### config.mk
export PLATFORM = sky130hd
export DESIGN_NAME = mii_tx_framer
export DESIGN_NICKNAME = d
export VERILOG_FILES = /design/src/rtl/mii_pkg.sv /design/src/rtl/mii_term_encoder.sv /design/src/rtl/mii_tx_framer.sv
export SDC_FILE = /design/constraint.sdc
export NUM_CORES = 1
export LEC_CHECK = 0
export BUFFER_PORTS_ARGS = -buffer_cell sky130_fd_sc_hd__buf_2
export CELL_PAD_IN_SITES_DETAIL_PLACEMENT = 1
export CELL_PAD_IN_SITES_GLOBAL_PLACEMENT = 1
export CORE_AREA = 2 2 84 146
export CTS_CLUSTER_SIZE = 25
export DETAILED_ROUTE_END_ITERATION = 7
export DIE_AREA = 0 0 86 148
export PLACE_DENSITY_LB_ADDON = 0.1
export SETUP_SLACK_MARGIN = 0.2
export SLEW_MARGIN = 20
export SYNTH_ARGS = -nofsm -noshare
export SYNTH_HDL_FRONTEND = slang
export SYNTH_SLANG_ARGS = --single-unit
### constraint.sdc
create_clock -name clk -period 2.7 [get_ports clk]
set_input_delay 0.135 -clock clk [delete_from_list [all_inputs] [get_ports clk]]
set_output_delay 0.135 -clock clk [all_outputs]
set_load 0.02 [all_outputs]
### src/rtl/mii_pkg.sv
// Shared MII code points, framer state encoding and keep-mask helper.
// The downstream checker imports the same codes so both ends agree on them.
package mii_pkg;

  localparam logic [7:0] IDLE_CODE  = 8'h07;
  localparam logic [7:0] START_CODE = 8'hFB;
  localparam logic [7:0] TERM_CODE  = 8'hFD;
  localparam logic [7:0] ERROR_CODE = 8'hFE;
  localparam logic [7:0] PREAMBLE   = 8'h55;
  localparam logic [7:0] SFD        = 8'hD5;

  typedef enum logic [2:0] {
    IDLE,
    START,
    DATA,
    TERM,
    DROP
  } framer_state_t;

  // Number of contiguous valid lanes starting at lane 0 (0..8).
  function automatic logic [3:0] keep_to_len(input logic [7:0] keep);
    logic [3:0] len;
    logic       run;
    len = 4'd0;
    run = 1'b1;
    for (int i = 0; i < 8; i++) begin
      if (run && keep[i]) begin
        len = len + 4'd1;
      end else begin
        run = 1'b0;
      end
    end
    return len;
  endfunction

endpackage

### src/rtl/mii_term_encoder.sv
// Builds the final-word image for a partial last word: payload lanes below
// the keep boundary, TERM in the first empty lane, IDLE fill above it.
// Also qualifies the keep mask as a legal 2^n-1 pattern.
module mii_term_encoder
  import mii_pkg::*;
#(
  parameter int DATA_WIDTH = 64,
  parameter int CTRL_WIDTH = 8
) (
  input  logic [DATA_WIDTH-1:0] i_data,
  input  logic [CTRL_WIDTH-1:0] i_keep,
  output logic [DATA_WIDTH-1:0] o_term_data,
  output logic [CTRL_WIDTH-1:0] o_term_ctrl,
  output logic                  o_keep_ok,
  output logic [3:0]            o_len
);

  logic [CTRL_WIDTH-1:0] w_keep_inc;

  assign o_len      = keep_to_len(i_keep);
  assign w_keep_inc = i_keep + CTRL_WIDTH'(1);
  // A mask of the form 2^n-1 has no bit in common with itself plus one.
  assign o_keep_ok  = (i_keep != '0) && ((i_keep & w_keep_inc) == '0);

  for (genvar gi = 0; gi < CTRL_WIDTH; gi++) begin : g_lane
    assign o_term_data[gi*8 +: 8] = (4'(gi) < o_len)  ? i_data[gi*8 +: 8] :
                                    (4'(gi) == o_len) ? TERM_CODE : IDLE_CODE;
    assign o_term_ctrl[gi]        = (4'(gi) >= o_len);
  end

endmodule

### src/rtl/mii_tx_framer.sv
// Converts a valid/ready word stream into MII data/ctrl lanes: inserts the
// start word, TERM code and IDLE fill, enforces the minimum inter-frame gap
// and replaces malformed or underrun words with an error word.
module mii_tx_framer
  import mii_pkg::*;
#(
  parameter int DATA_WIDTH    = 64,
  parameter int CTRL_WIDTH    = 8,
  parameter int MIN_IPG_BYTES = 12
) (
  input  logic                  clk,
  input  logic                  i_rst,
  input  logic                  i_valid,
  input  logic [DATA_WIDTH-1:0] i_data,
  input  logic [CTRL_WIDTH-1:0] i_keep,
  input  logic                  i_last,
  output logic                  o_ready,
  output logic [DATA_WIDTH-1:0] o_tx_data,
  output logic [CTRL_WIDTH-1:0] o_tx_ctrl,
  output logic                  o_frame_done,
  output logic                  o_abort
);

  localparam int IPG_W = $clog2(MIN_IPG_BYTES + 8);
  localparam logic [IPG_W-1:0]      IPG_MIN    = IPG_W'(MIN_IPG_BYTES);
  localparam logic [CTRL_WIDTH-1:0] CTRL_ALL   = '1;
  localparam logic [CTRL_WIDTH-1:0] START_CTRL = CTRL_WIDTH'(1);
  localparam logic [DATA_WIDTH-1:0] IDLE_WORD  = {CTRL_WIDTH{IDLE_CODE}};
  localparam logic [DATA_WIDTH-1:0] ERROR_WORD = {CTRL_WIDTH{ERROR_CODE}};
  localparam logic [DATA_WIDTH-1:0] TERM_WORD  = {{(CTRL_WIDTH-1){IDLE_CODE}}, TERM_CODE};
  localparam logic [DATA_WIDTH-1:0] START_WORD = {SFD, {(CTRL_WIDTH-2){PREAMBLE}}, START_CODE};

  framer_state_t         r_state;
  framer_state_t         w_state_next;
  logic [DATA_WIDTH-1:0] r_tx_data;
  logic [DATA_WIDTH-1:0] w_tx_data;
  logic [CTRL_WIDTH-1:0] r_tx_ctrl;
  logic [CTRL_WIDTH-1:0] w_tx_ctrl;
  logic                  r_frame_done;
  logic                  w_frame_done;
  logic                  r_abort;
  logic                  w_abort;
  logic [IPG_W-1:0]      r_ipg_cnt;
  logic [IPG_W-1:0]      w_ipg_next;
  logic [IPG_W:0]        w_ipg_sum;
  logic [IPG_W-1:0]      w_ipg_idle;
  logic                  w_gap_ok;

  logic [DATA_WIDTH-1:0] w_term_data;
  logic [CTRL_WIDTH-1:0] w_term_ctrl;
  logic                  w_keep_ok;
  logic [3:0]            w_len;

  mii_term_encoder #(
    .DATA_WIDTH (DATA_WIDTH),
    .CTRL_WIDTH (CTRL_WIDTH)
  ) u_term_encoder (
    .i_data      (i_data),
    .i_keep      (i_keep),
    .o_term_data (w_term_data),
    .o_term_ctrl (w_term_ctrl),
    .o_keep_ok   (w_keep_ok),
    .o_len       (w_len)
  );

  // Gap count including the idle word emitted this cycle, saturated at the
  // minimum; the start decision uses it so the idle word being loaded now
  // already counts towards the gap.
  assign w_ipg_sum  = {1'b0, r_ipg_cnt} + (IPG_W + 1)'(8);
  assign w_ipg_idle = (w_ipg_sum >= {1'b0, IPG_MIN}) ? IPG_MIN : w_ipg_sum[IPG_W-1:0];
  assign w_gap_ok   = (w_ipg_idle == IPG_MIN);

  assign o_ready      = (r_state == DATA) || (r_state == DROP);
  assign o_tx_data    = r_tx_data;
  assign o_tx_ctrl    = r_tx_ctrl;
  assign o_frame_done = r_frame_done;
  assign o_abort      = r_abort;

  // Next-state and next output word selection.
  always_comb begin
    w_state_next = r_state;
    w_tx_data    = IDLE_WORD;
    w_tx_ctrl    = CTRL_ALL;
    w_frame_done = 1'b0;
    w_abort      = 1'b0;
    w_ipg_next   = r_ipg_cnt;
    case (r_state)
      IDLE: begin
        w_ipg_next = w_ipg_idle;
        if (i_valid && w_gap_ok) begin
          w_state_next = START;
        end
      end
      START: begin
        w_tx_data    = START_WORD;
        w_tx_ctrl    = START_CTRL;
        w_state_next = DATA;
      end
      DATA: begin
        if (i_valid && !i_last && (i_keep == CTRL_ALL)) begin
          w_tx_data = i_data;
          w_tx_ctrl = '0;
        end else if (i_valid && i_last && (i_keep == CTRL_ALL)) begin
          // Full last word: TERM goes into the following word.
          w_tx_data    = i_data;
          w_tx_ctrl    = '0;
          w_state_next = TERM;
        end else if (i_valid && i_last && w_keep_ok) begin
          // Partial last word: TERM shares this word; its idle tail starts the gap.
          w_tx_data    = w_term_data;
          w_tx_ctrl    = w_term_ctrl;
          w_frame_done = 1'b1;
          w_ipg_next   = IPG_W'(4'd7 - w_len);
          w_state_next = IDLE;
        end else begin
          w_tx_data    = ERROR_WORD;
          w_tx_ctrl    = CTRL_ALL;
          w_abort      = 1'b1;
          w_ipg_next   = '0;
          w_state_next = (i_valid && i_last) ? IDLE : DROP;
        end
      end
      TERM: begin
        w_tx_data    = TERM_WORD;
        w_tx_ctrl    = CTRL_ALL;
        w_frame_done = 1'b1;
        w_ipg_next   = IPG_W'(7);
        w_state_next = IDLE;
      end
      DROP: begin
        w_ipg_next = w_ipg_idle;
        if (i_valid && i_last) begin
          w_state_next = IDLE;
        end
      end
      default: begin
        w_state_next = IDLE;
      end
    endcase
  end

  // State, gap counter and registered MII outputs.
  always_ff @(posedge clk or posedge i_rst) begin
    if (i_rst) begin
      r_state      <= IDLE;
      r_tx_data    <= IDLE_WORD;
      r_tx_ctrl    <= CTRL_ALL;
      r_frame_done <= 1'b0;
      r_abort      <= 1'b0;
      r_ipg_cnt    <= IPG_MIN;
    end else begin
      r_state      <= w_state_next;
      r_tx_data    <= w_tx_data;
      r_tx_ctrl    <= w_tx_ctrl;
      r_frame_done <= w_frame_done;
      r_abort      <= w_abort;
      r_ipg_cnt    <= w_ipg_next;
    end
  end

endmodule

Yosys cells after proc, flatten, opt, wreduce, memory -nomap -nowiden
Index checks and enable logic that the tools add are counted.
Widths: inputs -> output; s select.
Cells by class
  equality and inequality tests: 17
  $add $sub $neg: 10
  $lt $le $gt $ge: 17
  multiplexer cells: 59
  bitwise logic cells: 1
  reduce and logical (&&, ||, !) cells: 24
Operators with widths (count)
  $mux 64: 3
  $pmux 64 s3: 1
  $mux 8: 19
  $add 4x1->4 const B: 7
  $mux 4: 7
  $mux 5: 4
  $mux 3: 6
  $eq 3x4->1 const A: 4
  $ge 3x4->1 const A: 4
  $lt 3x4->1 const A: 4
  $pmux 8 s2: 1
  $mux 1: 15
  $pmux 5 s3: 1
  $logic_and 1x1->1: 14
  $pmux 3 s4: 1
  $add 8x1->8 const B: 1
  $and 8x8->8: 1
  $eq 2x4->1 const A: 2
  $eq 8x8->1 const B: 1
  $ge 1x4->1 const A: 2
  $ge 2x4->1 const A: 2
  $logic_not 8->1: 1
  $lt 1x4->1 const A: 2
  $lt 2x4->1 const A: 2
  other kinds (19): 23
Word-level totals
  logic and storage cells: 134
  bits of input ports: 76
  output and inout port bits: 75
  register bits after elaboration: 82

Longest topological paths before layout
Gate-level depths: netlist of the first run.
  depth after elaboration: 22
  mapped depth: 18
  mapped depth without buffers: 17

Modules after synthesis
A second synthesis of the first run with hierarchy kept.
Second synthesis, totals
  cell total of the unflattened synthesis: 479
  area, all modules: 4566.9 µm²
Modules (own cells, without submodules)
  mii_tx_framer: instances 1, area an instance 3388.2 µm², cells an instance 303, sequential area each 2094.5 µm²
  mii_term_encoder: instances 1, area an instance 1178.6 µm², cells an instance 176, sequential area each 0.0 µm²

Worst setup path before layout of the first run
Ideal clock, no wire load.
  path kind: input to register
  from: input i_keep[1]
  to: register r_tx_data[9], in the netlist o_tx_data[9]
  setup slack: -0.593 ns
  data required time: 2.628 ns
  cell stages on the path: 17
  arrival time: 3.222 ns
  path buffers: 1
  setup time: 0.072 ns
  cells stage by stage: inv_1 o21ai_0 inv_1 ha_1 nor2b_1 o211ai_1 and2_1 inv_1 ha_1 a21bo_2 a211oi_4 xnor2_2 or3_1 buf_2 a211o_1 a22o_1 o21ai_1
On the way
  cells in the longest elaborated chain, start to end: 21
  elaborated cells on any way between the ends: 43
  those cells by class: 7 x add/sub; 1 x order compare; 2 x eq/ne; 19 x mux; 1 x bitwise; 13 x reduce/logical
Ends and longest elaborated chain
  start: declaration: RTL line mii_tx_framer.sv:15  | input logic [CTRL_WIDTH-1:0] i_keep,
  parallel branches: the longest is 19 deep, another holds $add 4x1->4
  $mux 64 (*): RTL line mii_tx_framer.sv:100  | if (i_valid && !i_last && (i_keep == CTRL_ALL)) begin
  $pmux 64 s3 (*): RTL line mii_tx_framer.sv:87  | case (r_state)
  named net w_tx_data[9]: RTL line mii_tx_framer.sv:36  | logic [DATA_WIDTH-1:0] w_tx_data;
  end signal: assignment: RTL line mii_tx_framer.sv:153  | r_tx_data <= w_tx_data;
  end: declaration: RTL line mii_tx_framer.sv:35  | logic [DATA_WIDTH-1:0] r_tx_data;
Mark *: on every way through the listed nets, which the timed path passes.
A chain may end at the register's enable or synchronous reset.

Final worst setup path of the first run
  from: input i_keep[1]
  to: register r_tx_data[33], in the netlist o_tx_data[33]
On the way
  cells in the longest elaborated chain, start to end: 21
  elaborated cells on any way between the ends: 43
  those cells by class: 7 x add/sub; 1 x order compare; 2 x eq/ne; 19 x mux; 1 x bitwise; 13 x reduce/logical
Ends and longest elaborated chain (RTL line)
  parallel branches: the longest is 19 deep, another holds $add 4x1->4
  $mux 64 (*): mii_tx_framer.sv:100
  $pmux 64 s3 (*): mii_tx_framer.sv:87
  named net w_tx_data[33]: mii_tx_framer.sv:36
Marks and branches as above.

==> results of run 1 <==
cell usage in the layout (no fill, tap or decap), types with 6 or more instances in the layout:
cell type	netlist	layout
o21a_1	11	10
o21ai_0	29	11
dlygate4sd3_1	0	10
a21o_1	10	9
o21ai_1	4	15
buf_2	4	146
nor3_1	9	7
clkbuf_16	0	9
inv_1	19	15
buf_6	0	20
a21oi_1	34	18
dfstp_2	34	34
a31oi_1	10	8
nand2_1	48	40
buf_4	0	80
a21oi_2	0	12
nor2b_1	8	6
dfrtp_1	48	48
nor2_1	32	24
path summary, 6_finish.rpt:
check	to	slack, ns
setup / recovery	o_tx_data[33]	-0.40
hold / removal	o_tx_data[20]	0.009
setup reg to reg	o_tx_data[44]	0.31
hold reg to reg	r_ipg_cnt[0]	0.50
max in group asynchronous	o_tx_ctrl[6]	1.59
min in group asynchronous	o_tx_data[47]	0.33
what timing repair did:
action / 4_1_cts / 5_1_grt
pin swaps: 31 / 26
setup endpoints to repair: 75 / 76
setup buffers: 15 / 16
hold buffers: 10 / 0
gates resized for setup: 93 / 55
endpoints found under the hold margin: 27 / 0
gates cloned: 0 / 0
critical path: stages:
cell       delay [ns]
buf_8            0.09
and4_4           0.22
nor2_2           0.05
ha_1             0.31
nor2b_1          0.05
o211ai_1         0.23
and2_1           0.21
inv_1            0.06
ha_2             0.17
a21bo_2          0.23
a211oi_4         0.29
xnor2_2          0.22
mux2i_2          0.32
buf_4            0.18
a21oi_4          0.07
buf_6            0.15
buf_4            0.13
o2bb2ai_2        0.11
o21ai_1          0.14
cell families after synthesis:
family          after synthesis  synth area share [%]
flops                        82                  51.9
buf+inv                      34                  3.29
simple gates                135                  16.0
xor+xnor                      7                  1.71
fa+ha+maj                     6                  1.86
compound gates              145                  24.2
mux                           4                  1.02
cell type report:
cell class / count / area share [%]
Multi-Input combinational cell: 297 / 34.7
Clock inverter: 6 / 1.36
Timing Repair Buffer: 261 / 25.9
Sequential cell: 82 / 31.1
Inverter: 19 / 1.12
Clock buffer: 9 / 3.35
Tap cell: 135 / 2.51
layer usage:
metal	vias to the layer above	share of wire, %	global-route usage, %
met3	49	3.8	3.07
met5	-	0	0
met4	0	4.5	12.7
met1	2185	35	24.9
met2	143	57	48.5
li1	1993	-	-
where the power goes:
group / internal (mW) / switching [mW]
logic: 0.900 / 1.46
registers: 1.71 / 0.149
clock network: 0.808 / 0.515
cell usage after synthesis, drive strengths merged (2+ instances only):
library cell,instances
nand4,2
nor2,32
nor2b,8
a21o,10
and3,5
clkbuf,11
and2,3
inv,19
xnor2,5
o22ai,3
a31o,4
dfstp,34
o21ai,33
o21a,11
o31ai,3
a211oi,5
ha,6
a311o,3
o221ai,3
nand3b,4
o311ai,4
a21boi,2
mux2i,3
and4,2
nand2,49
nand3,8
a211o,6
or2,2
dfrtp,48
a221oi,2
xor2,2
nand2b,6
o211ai,3
buf,4
or3,3
nor3,9
a31oi,10
a21oi,34
sequential cells by signal, indices dropped and copies added (netlist names):
signal,cells
r_state,3
o_abort,1
o_frame_done,1
o_tx_data,64
r_ipg_cnt,5
o_tx_ctrl,8
through the flow:
| step | util, % | cell area (um^2) | cells | TNS [ns] |
|---|---|---|---|---|
| floorplan | - | 4090 | 413 | -25.15 |
| global placement | 47.5 | 5470 | 753 | -38.56 |
| detailed placement | 47.5 | 5470 | 753 | -46.58 |
| CTS | 55.3 | 6370 | 793 | -6.61 |
| global route | 58.4 | 6730 | 809 | -33.04 |
| finish | 58.4 | 6730 | 809 | -21.01 |
==> run summary, run 1 <==
status: finished with violations
failing checks: negative setup slack
power density cells: 824 nW/um^2
startpoint types: input port
area grow syn2layout: 66.9%
Mapped Area: 4030 um^2
Worst Reg2Reg Path Length in Cells: 8
worst-path fanout max: 4
clk_lat worst skew: 0.34 ns
residual DRC count: 0
initial antenna violation count: 0
Avg Vias per Cell: 5.40
area of the core: 11500 um^2
worst slew pin tran: 0.869 ns
Net Count, Synth: 495
Die Area: 12700 um^2
number of global-route vias before repair: 4705
Iteration-0 DRC Markers: 172
Worst Hold Depth: 2
VDD IR-drop max: 424 uV
CTS max path bufs: 2
post-synthesis sequential area ratio: 51.9%
TritonCTS Buffers: 9
Ys Warns: 0
predominant post-synthesis flop cell: dfrtp_1
Antenna Violating Nets Remaining: 0
Die H: 148 um
std cell rows: 52
Avg WL per Cell: 21.1 um
# diodes: 0
die width: 86 um
Final Slew Violations: 0
PortBufs: 150
area leader, netlist: dfrtp_1
total gr overflow: 0
drt first pass iters: 5
via count: 4370
routability cong.: 0.854
Final min period: 3.10 ns
root buf cell: clkbuf_16
Yosys top cell area share: 29.8%
fill cell count: 1333
Syn Inst Count: 413
max frequency: 323 MHz
Synth area leaders: dfrtp_1 (30%), dfstp_2 (22%), nand2_1 (4.5%)
worst-case headroom to the max-slew limit: 41.8%
Clock Skew: 0.00701 ns
first-pass GRT wire length: 24300 um
Final WS setup: -0.399 ns
CP arrival: 3.36 ns
RSZ-0062 raised after global routing: true
RR Startpoint: r_state[1]
Initial Util: 35.0%
max capacitance violation total: 0
area occupied by multi-input gates: 2330 um^2
H-tree levels: 3
setup violators final: 75
Hold Crit Class: in2reg
hold path start: i_data[20]
fin nets: 752
wirelength, routed: 17100 um
DPL Wire Length: 11800 um
TritonCTS clock tree: built
asr flop ratio synth: 100%
capturing element type of the critical path: flip-flop
syn_area_per_cell: 9.76 um^2
EDFF count, synth: 0
Setup CP Type: in2reg
Sink Count: 82
CP Data Required Time: 2.96 ns
WHS: 0.00872 ns
LEAKAGE: 3.22 nW
Final Hold Vio Count: 0
largest net degree at the start of global routing: 31
final period utilization: 115%
Pwr Total: 5.55 mW
worst slack, placed: -0.752 ns
Yosys reg bits: 82
Register Area: 2090 um^2
layout cells sized above 1: 58.2%
library cells used by synthesis: 56
total track usage: 25.0%
clk slew on worst S/H paths: 0.06 ns
crit path from: i_keep[1]
Ports: 151
Power figures use the tool's default switching activity.
==> run 2: changes to the inputs <==
- CORE_AREA: 2 2 84 146 -> 2 2 86 151
- DIE_AREA: 0 0 86 148 -> 0 0 88 153
- SYNTH_HIERARCHICAL: unset -> 1
==> run summary, run 2 <==
status: finished with violations
Initial Util: 37.3%
Net Count, Synth: 562
Antenna Violating Nets Remaining: 0
max capacitance violation total: 0
layout cells sized above 1: 55.2%
asr flop ratio synth: 100%
Avg WL per Cell: 21.1 um
worst-path fanout max: 7
LEAKAGE: 3.33 nW
die width: 88 um
sw frac: 39.8%
RSZ-0062 raised after global routing: true
part of the power in combinational logic: 41.2%
Internal: 3.27 mW
Met3 Wirelength: 746 um
predominant post-synthesis flop cell: dfrtp_1
startpoint types: input port
Final min period: 3.85 ns
hold path start: i_last
top sig layer: met4
Final Slew Violations: 0
fill cell count: 1392
commonest non-fill, non-tap cell in the layout: buf_2
Final WS setup: -1.15 ns
max frequency: 260 MHz
Reg power frac: 35.0%
Synth top cells by count: nor2_1 (56), o22ai_1 (56), dfrtp_1 (48)
DPL Wire Length: 12300 um
area of the core: 12200 um^2
Worst Reg2Reg Path Length in Cells: 6
fin area: 6900 um^2
Worst Hold Depth: 2
Ports: 151
Syn Inst Count: 479
worst slack, placed: -1.64 ns
root buf cell: clkbuf_16
RR Startpoint: r_ipg_cnt[3]
Hold Path Sink: r_state[2]
Sink Count: 82
Sw Pwr: 2.16 mW
Die Area: 13500 um^2
Mapped Area: 4570 um^2
max reg flops: 64
EDFF count, synth: 0
syn_area_per_cell: 9.53 um^2
failing checks: negative setup slack
total track usage: 26.3%
total gr overflow: 0
library cells used by synthesis: 63
H-tree levels: 3
capturing element type of the critical path: flip-flop
clk_lat worst skew: 0.34 ns
clk slew on worst S/H paths: 0.07 ns
TritonCTS clock tree: built
Clock Skew: 0.00656 ns
PortBufs: 150
worst slew pin tran: 0.850 ns
fin nets: 767
FF-to-FF setup slack: 0.61 ns
initial antenna violation count: 1
worst-case headroom to the max-slew limit: 43.3%
Register Area: 2090 um^2
residual DRC count: 0
number of global-route vias before repair: 4921
metal2 WL: 10200 um
Iteration-0 DRC Markers: 194
post-synthesis sequential area ratio: 45.9%
Yosys reg bits: 82
routability cong.: 0.796
Synth area leaders: dfrtp_1 (26%), dfstp_2 (20%), o22ai_1 (7.7%)
CP Data Required Time: 2.98 ns
std cell rows: 54
VDD IR-drop max: 425 uV
area grow syn2layout: 51.2%
final period utilization: 143%
drt first pass iters: 4
via count: 4697
met1 WL: 6520 um
first-pass GRT wire length: 26800 um
Yosys top cell area share: 26.3%
Setup CP Type: in2reg
Hold Crit Class: in2reg
CP arrival: 4.13 ns
Ys Warns: 6
most frequent cells in the layout: buf_2 (149), dfrtp_1 (48), nor2_1 (46)
area occupied by multi-input gates: 2750 um^2
capture point of the worst reg-to-reg path: r_state[0]
CTS max path bufs: 2
Avg Vias per Cell: 5.47
Clk pwr share: 23.8%
largest net degree at the start of global routing: 48
power density cells: 787 nW/um^2
Fin Setup TNS: -77.19 ns
Final Hold Vio Count: 0
setup violators final: 76
wirelength, routed: 18100 um
WHS: 0.0406 ns
Die H: 153 um
dpl cell area: 5830 um^2
area leader, netlist: dfrtp_1
TritonCTS Buffers: 9
run 2: changes by cell type after synthesis, sizes merged, moves of 8 or more:
cell / previous run / this run
o22ai: 3 / 56
nand2b: 6 / 23
a31oi: 10 / 1
o21ai: 33 / 54
a21o: 10 / 22
nand2: 49 / 35
nor2: 32 / 59
a21oi: 34 / 11
a221o: 0 / 8
buf: 4 / 21
run 2: worst max path at each step:
stage                     startpoint            end  slack [ns]  depth (start not counted)
after global placement     i_keep[1]  o_tx_data[48]       -1.49                         22
final                      i_keep[1]  o_tx_data[40]       -1.15                         24
after global routing       i_keep[1]  o_tx_data[14]       -1.29                         25
after CTS                  i_keep[1]  o_tx_data[29]       -1.08                         24
after floorplan            i_keep[1]  o_tx_data[46]       -1.12                         22
after detailed placement   i_keep[1]  o_tx_data[48]       -1.64                         22
run 2: layout make-up:
| cell class | instances | area share, % |
|---|---|---|
| tap | 168 | 3.04 |
| clock buffer | 9 | 3.26 |
| antenna | 1 | 0.0362 |
| sequential | 82 | 30.3 |
| inverter | 16 | 1.14 |
| timing repair buffer | 222 | 21.2 |
| multi-input combinational | 353 | 39.8 |
| clock inverter | 7 | 1.20 |
run 2: power by group through the flow:
stage / Combinational [mW] / Clock, mW / Sequential [mW]
6_report: 2.24 / 1.29 / 1.90
5_1_grt: 2.41 / 1.37 / 1.94
4_1_cts: 2.18 / 1.31 / 1.91
3_5_place_dp: 2.07 / 0 / 1.92
3_3_place_gp: 2.02 / 0 / 1.92
2_1_floorplan: 0.890 / 0 / 2.34
run 2: what timing repair did:
| action | 4_1_cts | 5_1_grt |
|---|---|---|
| resized for setup | 81 | 52 |
| hold buffers | 1 | 0 |
| pin swaps | 42 | 39 |
| endpoints found under the setup margin | 76 | 76 |
| endpoints found under the hold margin | 21 | 0 |
| cloned | 1 | 0 |
| buffers inserted | 16 | 9 |
run 2: kinds of logic after synthesis:
| family | after synthesis | synth area share [%] |
|---|---|---|
| multiplexers | 8 | 2.14 |
| adder cells (fa/ha/maj) | 7 | 1.92 |
| flip-flops | 82 | 45.9 |
| buffers and inverters | 45 | 5.04 |
| XOR/XNOR | 6 | 1.32 |
| AND/OR/NAND/NOR | 160 | 18.7 |
| AO/OA/AOI/OAI | 171 | 25.1 |
run 2: critical path, stage by stage:
cell     delay (ns)
buf_8          0.09
inv_8          0.03
o21a_1         0.19
ha_1           0.29
o21a_1         0.20
ha_4           0.27
nand2_2        0.04
nand2_2        0.08
ha_4           0.21
mux2i_4        0.19
o21ai_4        0.10
ha_4           0.25
mux2_4         0.27
ha_4           0.15
nand4_1        0.12
xor2_2         0.21
xnor2_2        0.16
buf_4          0.15
nand3_4        0.12
nand2_8        0.16
buf_12         0.12
a21oi_4        0.06
or2_1          0.20
a221o_1        0.32
run 2: routing by layer:
layer | track usage, % | up-vias
met3 | 3.83 | 35
met4 | 8.57 | 0
li1 | - | 2137
met1 | 29.1 | 2377
met5 | 0 | -
met2 | 49.5 | 148
run 2: metrics by stage:
step           std cells  util, %  total power [mW]
2_1_floorplan        479        -              3.23
3_3_place_gp         814     47.7              3.94
3_5_place_dp         814     47.7              3.99
4_1_cts              848     53.7              5.40
5_1_grt              858     56.5              5.72
6_report             858     56.5              5.44
==> run 3: changes to the inputs <==
- PLACE_DENSITY: unset -> 0.82
- PLACE_DENSITY_LB_ADDON: 0.1 -> unset
- SKIP_CTS_REPAIR_TIMING: unset -> 1
==> run summary, run 3 (synthesis gave the netlist of run 2 again) <==
hold path start: i_data[32]
layout cells sized above 1: 51.4%
max frequency: 252 MHz
Hold Path Sink: o_tx_data[32]
status: finished with violations
VDD IR-drop max: 366 uV
clk_lat worst skew: 0.35 ns
CTS max path bufs: 2
die width: 88 um
area grow syn2layout: 46.5%
setup violators final: 76
WHS: 0.0456 ns
RSZ-0062 raised after global routing: true
Initial Util: 37.3%
area of the core: 12200 um^2
std cell rows: 54
Final WS setup: -1.27 ns
total gr overflow: 0
fin nets: 759
commonest non-fill, non-tap cell in the layout: buf_2
worst slew pin tran: 0.865 ns
power density cells: 830 nW/um^2
Die Area: 13500 um^2
total placed cells including tap cells: 817
first-pass GRT wire length: 26800 um
worst-path fanout max: 6
Sink Count: 82
Worst Hold Depth: 2
most frequent cells in the layout: buf_2 (149), dfrtp_1 (48), buf_4 (47)
root buf cell: clkbuf_16
met1 Usage GRT: 27.0%
grt peak-use layer: met2
Avg WL per Cell: 23.0 um
H-tree levels: 3
LEAKAGE: 3.23 nW
capturing element type of the critical path: flip-flop
Antenna Violating Nets Remaining: 0
CP arrival: 4.22 ns
DPL Wire Length: 12800 um
max reg flops: 64
routability cong.: 0.882
number of global-route vias before repair: 5079
met2 global-route usage: 47.3%
wirelength, routed: 19600 um
startpoint types: input port
drt first pass iters: 5
Worst Reg2Reg Path Length in Cells: 6
max capacitance violation total: 0
largest net degree at the start of global routing: 83
Final Hold Vio Count: 0
Ports: 151
CP Data Required Time: 2.96 ns
Die H: 153 um
TritonCTS clock tree: built
final period utilization: 147%
RR Startpoint: r_ipg_cnt[3]
initial antenna violation count: 6
TritonCTS Buffers: 9
fin area: 6690 um^2
PortBufs: 150
total track usage: 26.1%
Avg Vias per Cell: 5.79
failing checks: negative setup slack
Final min period: 3.97 ns
fin cells: 854
Final Slew Violations: 0
FF-to-FF setup slack: 0.63 ns
Setup CP Type: in2reg
met3 GRT Util: 5.51%
dpl cell area: 5840 um^2
Hold Crit Class: in2reg
Iteration-0 DRC Markers: 390
via count: 4947
residual DRC count: 0
Clock Skew: 0.00479 ns
clk slew on worst S/H paths: 0.06 ns
capture point of the worst reg-to-reg path: r_state[0]
worst-case headroom to the max-slew limit: 42.1%
## run 3: cell types whose count changed in the layout (fill, tap and decap cells not counted), moves of 3 or more
cell / change
o22ai_1: +11
o22ai_2: -11
buf_6: -9
nand2b_1: +6
nand2b_4: -6
diode_2: +4
buf_4: +3
## run 3: cell type report
cell class / count / area, um^2
Inverter: 16 / 78.8
Timing Repair Buffer: 214 / 1350
Clock inverter: 6 / 90.1
Antenna cell: 5 / 12.5
Tap cell: 168 / 210
Fill cell: 1397 / 5540
Sequential cell: 82 / 2090
Clock buffer: 10 / 229
Multi-Input combinational cell: 353 / 2630
## run 3: critical path: stages
cell     delay [ns]
buf_8          0.09
inv_8          0.03
o21a_1         0.21
ha_4           0.22
o21a_1         0.21
ha_4           0.25
nand2_2        0.06
nand2_2        0.07
ha_4           0.28
mux2i_4        0.07
o21ai_2        0.20
ha_4           0.24
mux2_4         0.27
ha_4           0.26
mux2i_1        0.06
mux2_4         0.29
o21ai_4        0.27
and2b_2        0.24
nand2_2        0.08
a21oi_2        0.14
buf_6          0.15
a21o_1         0.11
o22ai_1        0.09
o21ai_1        0.19
## run 3: layer usage
layer	share of wire, %	routed length, um
met1	35	6850
met2	55	10800
met3	5.3	1030
met4	4.9	964
met5	0	0
## run 3: worst max path at each step
stage,startpoint,cells after the start,slack (ns),end
2_1_floorplan,i_keep[1],22,-1.12,o_tx_data[46]
3_3_place_gp,i_keep[1],23,-1.45,o_tx_data[41]
3_5_place_dp,i_keep[1],23,-1.66,o_tx_data[41]
4_1_cts,i_keep[1],24,-1.37,o_tx_data[60]
5_1_grt,i_keep[1],22,-1.35,o_tx_data[48]
6_report,i_keep[1],24,-1.27,o_tx_data[63]
## run 3: power breakdown
group / switching (mW) / internal (mW)
clock: 0.518 / 0.814
sequential: 0.198 / 1.74
combinational: 1.49 / 0.789
## run 3: metrics by stage
| stage | worst slack [ns] | TNS, ns | total power, mW | utilization, % |
|---|---|---|---|---|
| 2_1_floorplan | -1.12 | -72.37 | 3.23 | - |
| 3_3_place_gp | -1.45 | -97.85 | 3.90 | 47.7 |
| 3_5_place_dp | -1.66 | -113.53 | 4.01 | 47.7 |
| 4_1_cts | -1.37 | -88.70 | 5.36 | 50.4 |
| 5_1_grt | -1.35 | -88.42 | 5.79 | 54.7 |
| 6_report | -1.27 | -79.60 | 5.55 | 54.7 |
